<file path="src/rtl/matrix_writeback.sv">
// Avalon-MM write-master DMA: streams an N x N matrix from the matrix RAM to system memory.
// Build option TRANSPOSE_WB_EN: fetch column-major so memory receives the transpose.
module matrix_writeback #(
  parameter            AUTO_CLOCK_SINK_CLOCK_RATE = "-1",
  parameter int        ROW_STRIDE                 = 32,
  parameter int        FIFO_DEPTH                 = 2
) (
  input  logic        clk,
  input  logic        reset,
  output logic [29:0] address,
  output logic [31:0] writedata,
  output logic        write,
  input  logic        waitrequest,
  output logic [9:0]  ram_addr,
  output logic        ram_rd,
  input  logic [31:0] ram_rdata,
  input  logic        slave_address,
  input  logic        slave_write,
  input  logic [31:0] slave_writedata,
  input  logic        slave_read,
  output logic [31:0] slave_readdata,
  output logic        slave_waitrequest,
  output logic        irq,
  output logic [1:0]  dbg_state_o
);

  localparam int PW = $clog2(FIFO_DEPTH);
  localparam logic [1:0] ST_IDLE = 2'd0;
  localparam logic [1:0] ST_RUN  = 2'd1;
  localparam logic [1:0] ST_DONE = 2'd2;
  localparam string CLK_RATE_UNUSED = AUTO_CLOCK_SINK_CLOCK_RATE;

  logic [1:0]    state_q, state_d;
  logic [29:0]   ptr_q, ptr_d, addr_q, addr_d;
  logic [4:0]    mxsize_q, mxsize_d, row_q, row_d, col_q, col_d;
  logic [9:0]    count_q, count_d, fetch_q, fetch_d;
  logic          irq_q, irq_d, rd_pend_q, rd_pend_d;
  logic [PW-1:0] wr_ptr_q, wr_ptr_d, rd_ptr_q, rd_ptr_d;
  logic [PW:0]   fill_q, fill_d;
  logic [31:0]   fifo_q [FIFO_DEPTH];

  logic [9:0]    total;
  logic [PW+1:0] occupancy;
  logic          accept, push, busy;
  logic          unused_wdata;

  // Write handshake: a beat transfers on any rising edge where write=1 and
  // waitrequest=0; address/writedata hold their value while waitrequest=1.
  assign total     = 10'(mxsize_q) * 10'(mxsize_q);
  assign write     = (state_q == ST_RUN) && (fill_q != '0);
  assign accept    = write && !waitrequest;
  assign writedata = fifo_q[rd_ptr_q];
  assign address   = addr_q;
  assign busy      = (state_q == ST_RUN);
  assign irq       = irq_q;
  assign dbg_state_o       = state_q;
  assign slave_waitrequest = 1'b0;
  assign slave_readdata    = slave_address ? {31'd0, busy} : {22'd0, count_q};
  assign unused_wdata      = ^slave_writedata[31:30];

  // A beat leaving this cycle frees its slot, which keeps 1 beat/cycle with a 2-deep buffer.
  assign occupancy = {1'b0, fill_q} + (PW+2)'(rd_pend_q) - (PW+2)'(accept);
  assign ram_rd    = (state_q == ST_RUN) && (fetch_q < total) &&
                     (occupancy < (PW+2)'(FIFO_DEPTH));
  assign ram_addr  = 10'(32'(row_q) * ROW_STRIDE + 32'(col_q));

  always_comb begin
    state_d   = state_q;
    ptr_d     = ptr_q;
    mxsize_d  = mxsize_q;
    count_d   = count_q;
    irq_d     = irq_q;
    addr_d    = addr_q;
    row_d     = row_q;
    col_d     = col_q;
    fetch_d   = fetch_q;
    rd_pend_d = 1'b0;
    wr_ptr_d  = wr_ptr_q;
    rd_ptr_d  = rd_ptr_q;
    fill_d    = fill_q;
    push      = 1'b0;
    if (slave_read) irq_d = 1'b0;
    case (state_q)
      ST_IDLE: begin
        if (slave_write && !slave_address) ptr_d = {slave_writedata[29:2], 2'b00};
        if (slave_write && slave_address) begin
          mxsize_d = slave_writedata[4:0];
          count_d  = '0;
          irq_d    = 1'b0;
          addr_d   = ptr_q;
          row_d    = '0;
          col_d    = '0;
          fetch_d  = '0;
          wr_ptr_d = '0;
          rd_ptr_d = '0;
          fill_d   = '0;
          state_d  = (slave_writedata[4:0] == 5'd0) ? ST_DONE : ST_RUN;
        end
      end
      ST_RUN: begin
        rd_pend_d = ram_rd;
        if (ram_rd) begin
          fetch_d = fetch_q + 10'd1;
`ifdef TRANSPOSE_WB_EN
          if (row_q == mxsize_q - 5'd1) begin
            row_d = '0;
            col_d = col_q + 5'd1;
          end else begin
            row_d = row_q + 5'd1;
          end
`else
          if (col_q == mxsize_q - 5'd1) begin
            col_d = '0;
            row_d = row_q + 5'd1;
          end else begin
            col_d = col_q + 5'd1;
          end
`endif
        end
        push = rd_pend_q;
        if (push) wr_ptr_d = wr_ptr_q + PW'(1);
        if (accept) begin
          rd_ptr_d = rd_ptr_q + PW'(1);
          addr_d   = addr_q + 30'd4;
          count_d  = count_q + 10'd1;
          if (count_q == total - 10'd1) state_d = ST_DONE;
        end
        fill_d = fill_q + (PW+1)'(push) - (PW+1)'(accept);
      end
      ST_DONE: begin
        state_d = ST_IDLE;
        irq_d   = 1'b1;
      end
      default: state_d = ST_IDLE;
    endcase
  end

  always_ff @(posedge clk or negedge reset) begin
    if (!reset) begin
      state_q   <= ST_IDLE;
      ptr_q     <= '0;
      mxsize_q  <= '0;
      count_q   <= '0;
      irq_q     <= 1'b0;
      addr_q    <= '0;
      row_q     <= '0;
      col_q     <= '0;
      fetch_q   <= '0;
      rd_pend_q <= 1'b0;
      wr_ptr_q  <= '0;
      rd_ptr_q  <= '0;
      fill_q    <= '0;
    end else begin
      state_q   <= state_d;
      ptr_q     <= ptr_d;
      mxsize_q  <= mxsize_d;
      count_q   <= count_d;
      irq_q     <= irq_d;
      addr_q    <= addr_d;
      row_q     <= row_d;
      col_q     <= col_d;
      fetch_q   <= fetch_d;
      rd_pend_q <= rd_pend_d;
      wr_ptr_q  <= wr_ptr_d;
      rd_ptr_q  <= rd_ptr_d;
      fill_q    <= fill_d;
    end
  end

  always_ff @(posedge clk or negedge reset) begin
    if (!reset) begin
      for (int i = 0; i < FIFO_DEPTH; i++) fifo_q[i] <= '0;
    end else if (push) begin
      fifo_q[wr_ptr_q] <= ram_rdata;
    end
  end

endmodule

</file>
<file path="config.mk">
export PLATFORM = sky130hd
export DESIGN_NAME = matrix_writeback
export DESIGN_NICKNAME = d
export VERILOG_FILES = /design/src/rtl/matrix_writeback.sv
export SDC_FILE = /design/constraint.sdc
export NUM_CORES = 1
export LEC_CHECK = 0
export ABC_AREA = 1
export BUFFER_PORTS_ARGS = -buffer_cell sky130_fd_sc_hd__buf_2
export CAP_MARGIN = 20
export CELL_PAD_IN_SITES_DETAIL_PLACEMENT = 0
export CELL_PAD_IN_SITES_GLOBAL_PLACEMENT = 1
export CORE_UTILIZATION = 44
export CTS_CLUSTER_DIAMETER = 150
export DETAILED_ROUTE_END_ITERATION = 6
export PLACE_DENSITY = 0.95
export SLEW_MARGIN = 20
export SYNTH_ARGS = -nofsm -noshare
export SYNTH_HDL_FRONTEND = slang
export SYNTH_SLANG_ARGS = --single-unit
</file>
<file path="constraint.sdc">
create_clock -name clk -period 7.7 [get_ports clk]
set_input_delay 0.385 -clock clk [delete_from_list [all_inputs] [get_ports clk]]
set_output_delay 0.385 -clock clk [all_outputs]
set_load 0.02 [all_outputs]
</file>
# --- After elaboration in Yosys (flattened, before gate mapping) ---
# Index checks and enable logic that the tools add are counted.
totals:
  latch_bits: 0
  reg_bits: 165
  mem_bits_ro: 0
  mem_count: 0
  in_bits: 70
  out_inout_bits: 110
  wordCells: 107
  mem_bits_rw: 0
op_classes:
  div_mod_pow: 0
  order_cmp: 5
  shift: 0
  n_eq_ne: 10
  bitwise: 2
  mux: 39
  reduce_logical: 21
  n_mul: 1
  addsub: 14
ops:
  columns: ["cell", "n"]
  rows:
  - ["$mux W32", 4]
  - ["$bwmux W64", 1]
  - ["$mux W30", 2]
  - ["$pmux W30 S2", 1]
  - ["$mux W10", 4]
  - ["$pmux W10 S2", 2]
  - ["$demux W32 S1", 1]
  - ["$add A30 B3 Y30 const B", 1]
  - ["$mux W5", 5]
  - ["$add A10 B1 Y10 const B", 2]
  - ["$pmux W5 S2", 2]
  - ["$reduce_and A3 Y1", 4]
  - ["$add A10 B5 Y10", 1]
  - ["$add A5 B1 Y5 const B", 2]
  - ["$eq A10 B10 Y1", 1]
  - ["$lt A10 B10 Y1", 1]
  - ["$mul A5 B5 Y10", 1]
  - ["$mux W2", 5]
  - ["$sub A10 B1 Y10 const B", 1]
  - ["$ne A2 B2 Y1 const B", 4]
  - ["$pmux W2 S2", 2]
  - ["$logic_and A1 B1 Y1", 7]
  - ["$mux W1", 7]
  - ["$pmux W1 S2", 3]
  - ["20 further kinds", 28]

# --- Depth between registers and ports, before layout ---
depth:
  depth_word: 8
  depth_mapped: 27
  depth_no_buf: 26

# --- Worst setup path after synthesis ---
# OpenSTA, ideal clock, no wires.
synth_timing:
  path_type: "reg2out"
  from: "register mxsize_q[4]"
  to: "output ram_rd"
  path_stages_with_launch: 24
  arrival_ps: 3957
  t_required_ps: 7315
  slack_ps: 3358
  path_buffers: 1
  path_cell_list: "dfrtp_1 buf_2 nand2_1 fa_1 fa_1 fa_1 inv_1 ha_1 nand3_1 nand3_1 nand2_1 nand2_2 ha_1 nand2_1 inv_1 nand4_1 inv_1 o21ai_0 nand2_1 o21ai_1 nand3_1 nand3_1 nand2_2 inv_1"
synth_via:
  elab_chain_len: 4
synth_lines:
  columns: ["item", "line_no", "text"]
  rows:
  - ["start: declaration", "35", "logic [4:0] mxsize_q, mxsize_d, row_q, row_d, col_q, col_d;"]
  - ["start signal: assignment", "156", "mxsize_q <= mxsize_d;"]
  - ["$mul A5 B5 Y10", "49", "assign total = 10'(mxsize_q) * 10'(mxsize_q);"]
  - ["$lt A10 B10 Y1", "63", "assign ram_rd = (state_q == ST_RUN) && (fetch_q < total) &&"]
  - ["$logic_and A1 B1 Y1 (2 in series)", "63", null]
  - ["end: declaration", "15", "output logic ram_rd,"]
# No other way between the ends.

# --- Worst setup path after layout ---
layout_timing:
  from: "register mxsize_q[3]"
  to: "output ram_rd"
# Same word-level chain as after synthesis.

==> results.yml <==
placement:
  io_buffers: 152
  post-place-ws_ns: 2.74
  dp_hpwl_um: 15400
  gp_congestion: 0.851
finish:
  layout-drive-gt1-share_pct: 19.3
  regArea_mm2: 0.00408
  final_common_cell: "nand2_1"
  area_growth_pct: 15.5
  final_cell_mix: "nand2_1 (349), dfrtp_1 (163), buf_2 (151)"
  multiInputGateArea_mm2: 0.00447
  fin_util_pct: 52.6
  final_nets: 1432
  fillers: 2025
cts:
  cts_hold_buf: 0
  post-cts-setup-buffers: 0
  cts.path.max_buffers: 2
  cts-root-buf: "clkbuf_16"
  clock-sinks: 163
  ctsResizeCount: 0
  insertion_delay_ns: 0.43
  cts_inserted_buffers: 17
  clkTransAtPathRegs_ns: 0.07
  cts_tree: "yes"
  h-tree-depth: 4
sta:
  hold_violations: 1
  setup_violations: 0
  period_needed_ns: 5.34
  finalWorstSetupSlack_ns: 2.36
  worst_pin_slew_ns: 0.899
  max_freq_ghz: 0.187
  finalHoldWorstSlack_ns: -0.000590
  rsz0062_at_grt: "false"
  slew_viol_final: 0
  relSlewSlack_pct: 40.0
  clock_skew_ns: 0.00816
  fin_crit_sh_pct: 69.4
  finalSetupTns_ns: 0
logic_synthesis:
  seq_area_frac_synth_pct: 43.6
  synth_top_area_cell: "dfrtp_1"
  avgSynthCellArea_um2: 7.80
  syn_inst: 1200
  ys.warnings.count: 0
  yosysUniqueCellTypes: 45
  ys_seq_elements: 163
  synth_area_leaders: "dfrtp_1 (44%), nand2_1 (14%), o21ai_0 (6.0%), inv_1 (5.3%), nand3_1 (3.9%)"
  synth-edff-count: 0
  synth_ff_type: "dfrtp_1"
  async_flop_share_pct: 100
  syn_area_mm2: 0.00936
  synth_top_area_share_pct: 43.6
power:
  leakage_nw: 5.75
  p_sw_share_pct: 47.6
  pwr-share-seq_pct: 31.2
  p_switching_mw: 2.29
  ir_drop_v: 0.000238
  p_int_mw: 2.52
  total_power_mw: 4.81
  p_clk_share_pct: 17.6
  power_frac_comb_pct: 51.1
  p_per_area_mw_per_mm2: 445
setup_path:
  worstSetupStartpointType: "flop"
  worstSetupPathType: "flop to output pin"
  cp_max_fo: 9
  cp_slowest_cell: "fa_1"
  cpPeakStageDelay_ns: 0.56
  crit_arrival_ns: 4.96
  cp_top_family: "adder cells"
  worstPathRequired_ns: 7.32
  cp_num_buf_inv: 5
  crit_chain: "nand2_1, fa_1, fa_1, fa_1, inv_1, ha_1, nand3_1, nand3_1, nand2_1, nand2_2, ha_1, nand2_1, inv_1, nand4_1, inv_1, o21ai_0, nand2_1, o21ai_1, nand3_1, nand3_1, nand2_2, inv_1, buf_2"
  end_kind: "output pin"
global_route:
  top_usage_layer: "met2"
  use_met2_pct: 33.0
  globalRouteMet1Util_pct: 27.9
  grt_pass1_vias: 7450
  antenna_found_initial: 2
  grt_overflow: 0
  grt_pass1_wl_um: 36500
  grt_max_degree: 87
  grtUsageTotal_pct: 20.9
  use_met3_pct: 6.14
hold_path:
  min_path_type: "input port to asynchronous set/reset pin"
drt:
  first_pass_iters: 6
  via_per_inst: 4.95
  ant_nets: 0
  first_iter_violations: 341
  drc: 0
  wl_per_cell_um: 13.6
  vias: 7991
  wl_um: 22000
status:
  outcome: "finished, violations left"
  violations: "hold timing"
floorplan:
  die_h_um: 148
  start_util_pct: 45.5
  dieWidth_um: 148
  dieArea_mm2: 0.0219
  num_io_pins: 180
  coreArea_mm2: 0.0206
  rows: 52
flow_run:
  drv_cap: 0
[layer usage]
| metal | share of wire, % | up-vias |
|---|---|---|
| met3 | 7.1 | 17 |
| met1 | 45 | 3714 |
| met2 | 47 | 196 |
| li1 | - | 4064 |
| met4 | 1.1 | 0 |
| met5 | 0 | - |
[metrics by stage]
stage / hold slack [ns] / area, µm² / instances
final: -0.000590 / 10800 / 1615
after global routing: 0.0667 / 10800 / 1615
after CTS: 0.0385 / 10800 / 1614
after detailed placement: 0.473 / 10200 / 1582
after global placement: 0.464 / 10200 / 1582
after floorplan: 0.0894 / 9450 / 1224
[cell families (layout without fill, tap and decap cells)]
| kind of cell | count (synthesis) | in the layout | synth area share [%] |
|---|---|---|---|
| DFF | 163 | 163 | 43.6 |
| AOI/OAI and AO/OA | 173 | 173 | 9.88 |
| xor gates and xnor gates | 35 | 35 | 3.28 |
| muxes | 25 | 25 | 3.01 |
| other | 1 | 26 | 0.0401 |
| adders and majority gates | 31 | 31 | 4.55 |
| buffers and inverters | 210 | 330 | 9.71 |
| and+or+nand+nor | 562 | 562 | 25.9 |
[worst paths after layout]
kind | from | endpoint | slack (ns) | cells after the start
worst max-delay path | mxsize_q[3]$_DFFE_PN0P_ | ram_rd | 2.36 | 23
worst min-delay path | reset | col_q[4]$_DFFE_PN0P_ | -0.0006 | 1
worst max register to register | mxsize_q[3]$_DFFE_PN0P_ | row_q[1]$_DFFE_PN0P_ | 2.64 | 25
worst min register to register | fifo_q[28]$_DFFE_PN0P_ | fifo_q[28]$_DFFE_PN0P_ | 0.48 | 2
max in group asynchronous | reset | fifo_q[38]$_DFFE_PN0P_ | 6.50 | 2
min in group clk | slave_read | irq$_DFF_PN0_ | 0.17 | 2
[sequential cells by signal, indices dropped and copies added (netlist names)]
| signal | count |
|---|---|
| rd_ptr_q | 1 |
| fill_q | 2 |
| fifo_q | 64 |
| rd_pend_q | 1 |
| ptr_q | 28 |
| count_q | 10 |
| irq | 1 |
| address | 28 |
| wr_ptr_q | 1 |
| row_q | 5 |
| col_q | 5 |
| dbg_state_o | 2 |
| mxsize_q | 5 |
| fetch_q | 10 |
[power by group through the flow]
stage / sequential [mW] / combinational, mW / clock [mW]
final: 1.50 / 2.46 / 0.848
after global routing: 1.55 / 2.77 / 0.905
after CTS: 1.50 / 2.47 / 0.870
after detailed placement: 1.51 / 2.45 / 0
after global placement: 1.50 / 2.41 / 0
after floorplan: 1.52 / 1.79 / 0
[cell type report]
class | instances | area share [%]
multi-input cells | 851 | 41.3
flip-flops and latches | 163 | 37.7
repair buffers | 158 | 7.55
inverters | 140 | 4.86
clock buffers | 17 | 3.94
well taps | 270 | 3.12
clock inverters | 15 | 1.46
diodes | 1 | 0.0231
[synthesized netlist by cell type (7+ instances only)]
cell type / n
inv_1: 132
nand4_1: 16
mux2_2: 25
xor2_1: 26
nor3_1: 13
a21oi_1: 23
nand3_1: 73
nor2_1: 68
o21ai_0: 113
o21ai_1: 9
nand2_1: 349
nand2_2: 10
buf_2: 9
dfrtp_1: 163
xnor2_1: 9
o22ai_1: 13
nor2_2: 7
clkbuf_1: 30
ha_1: 26
buf_4: 25
(Power assumes the default switching activity.)
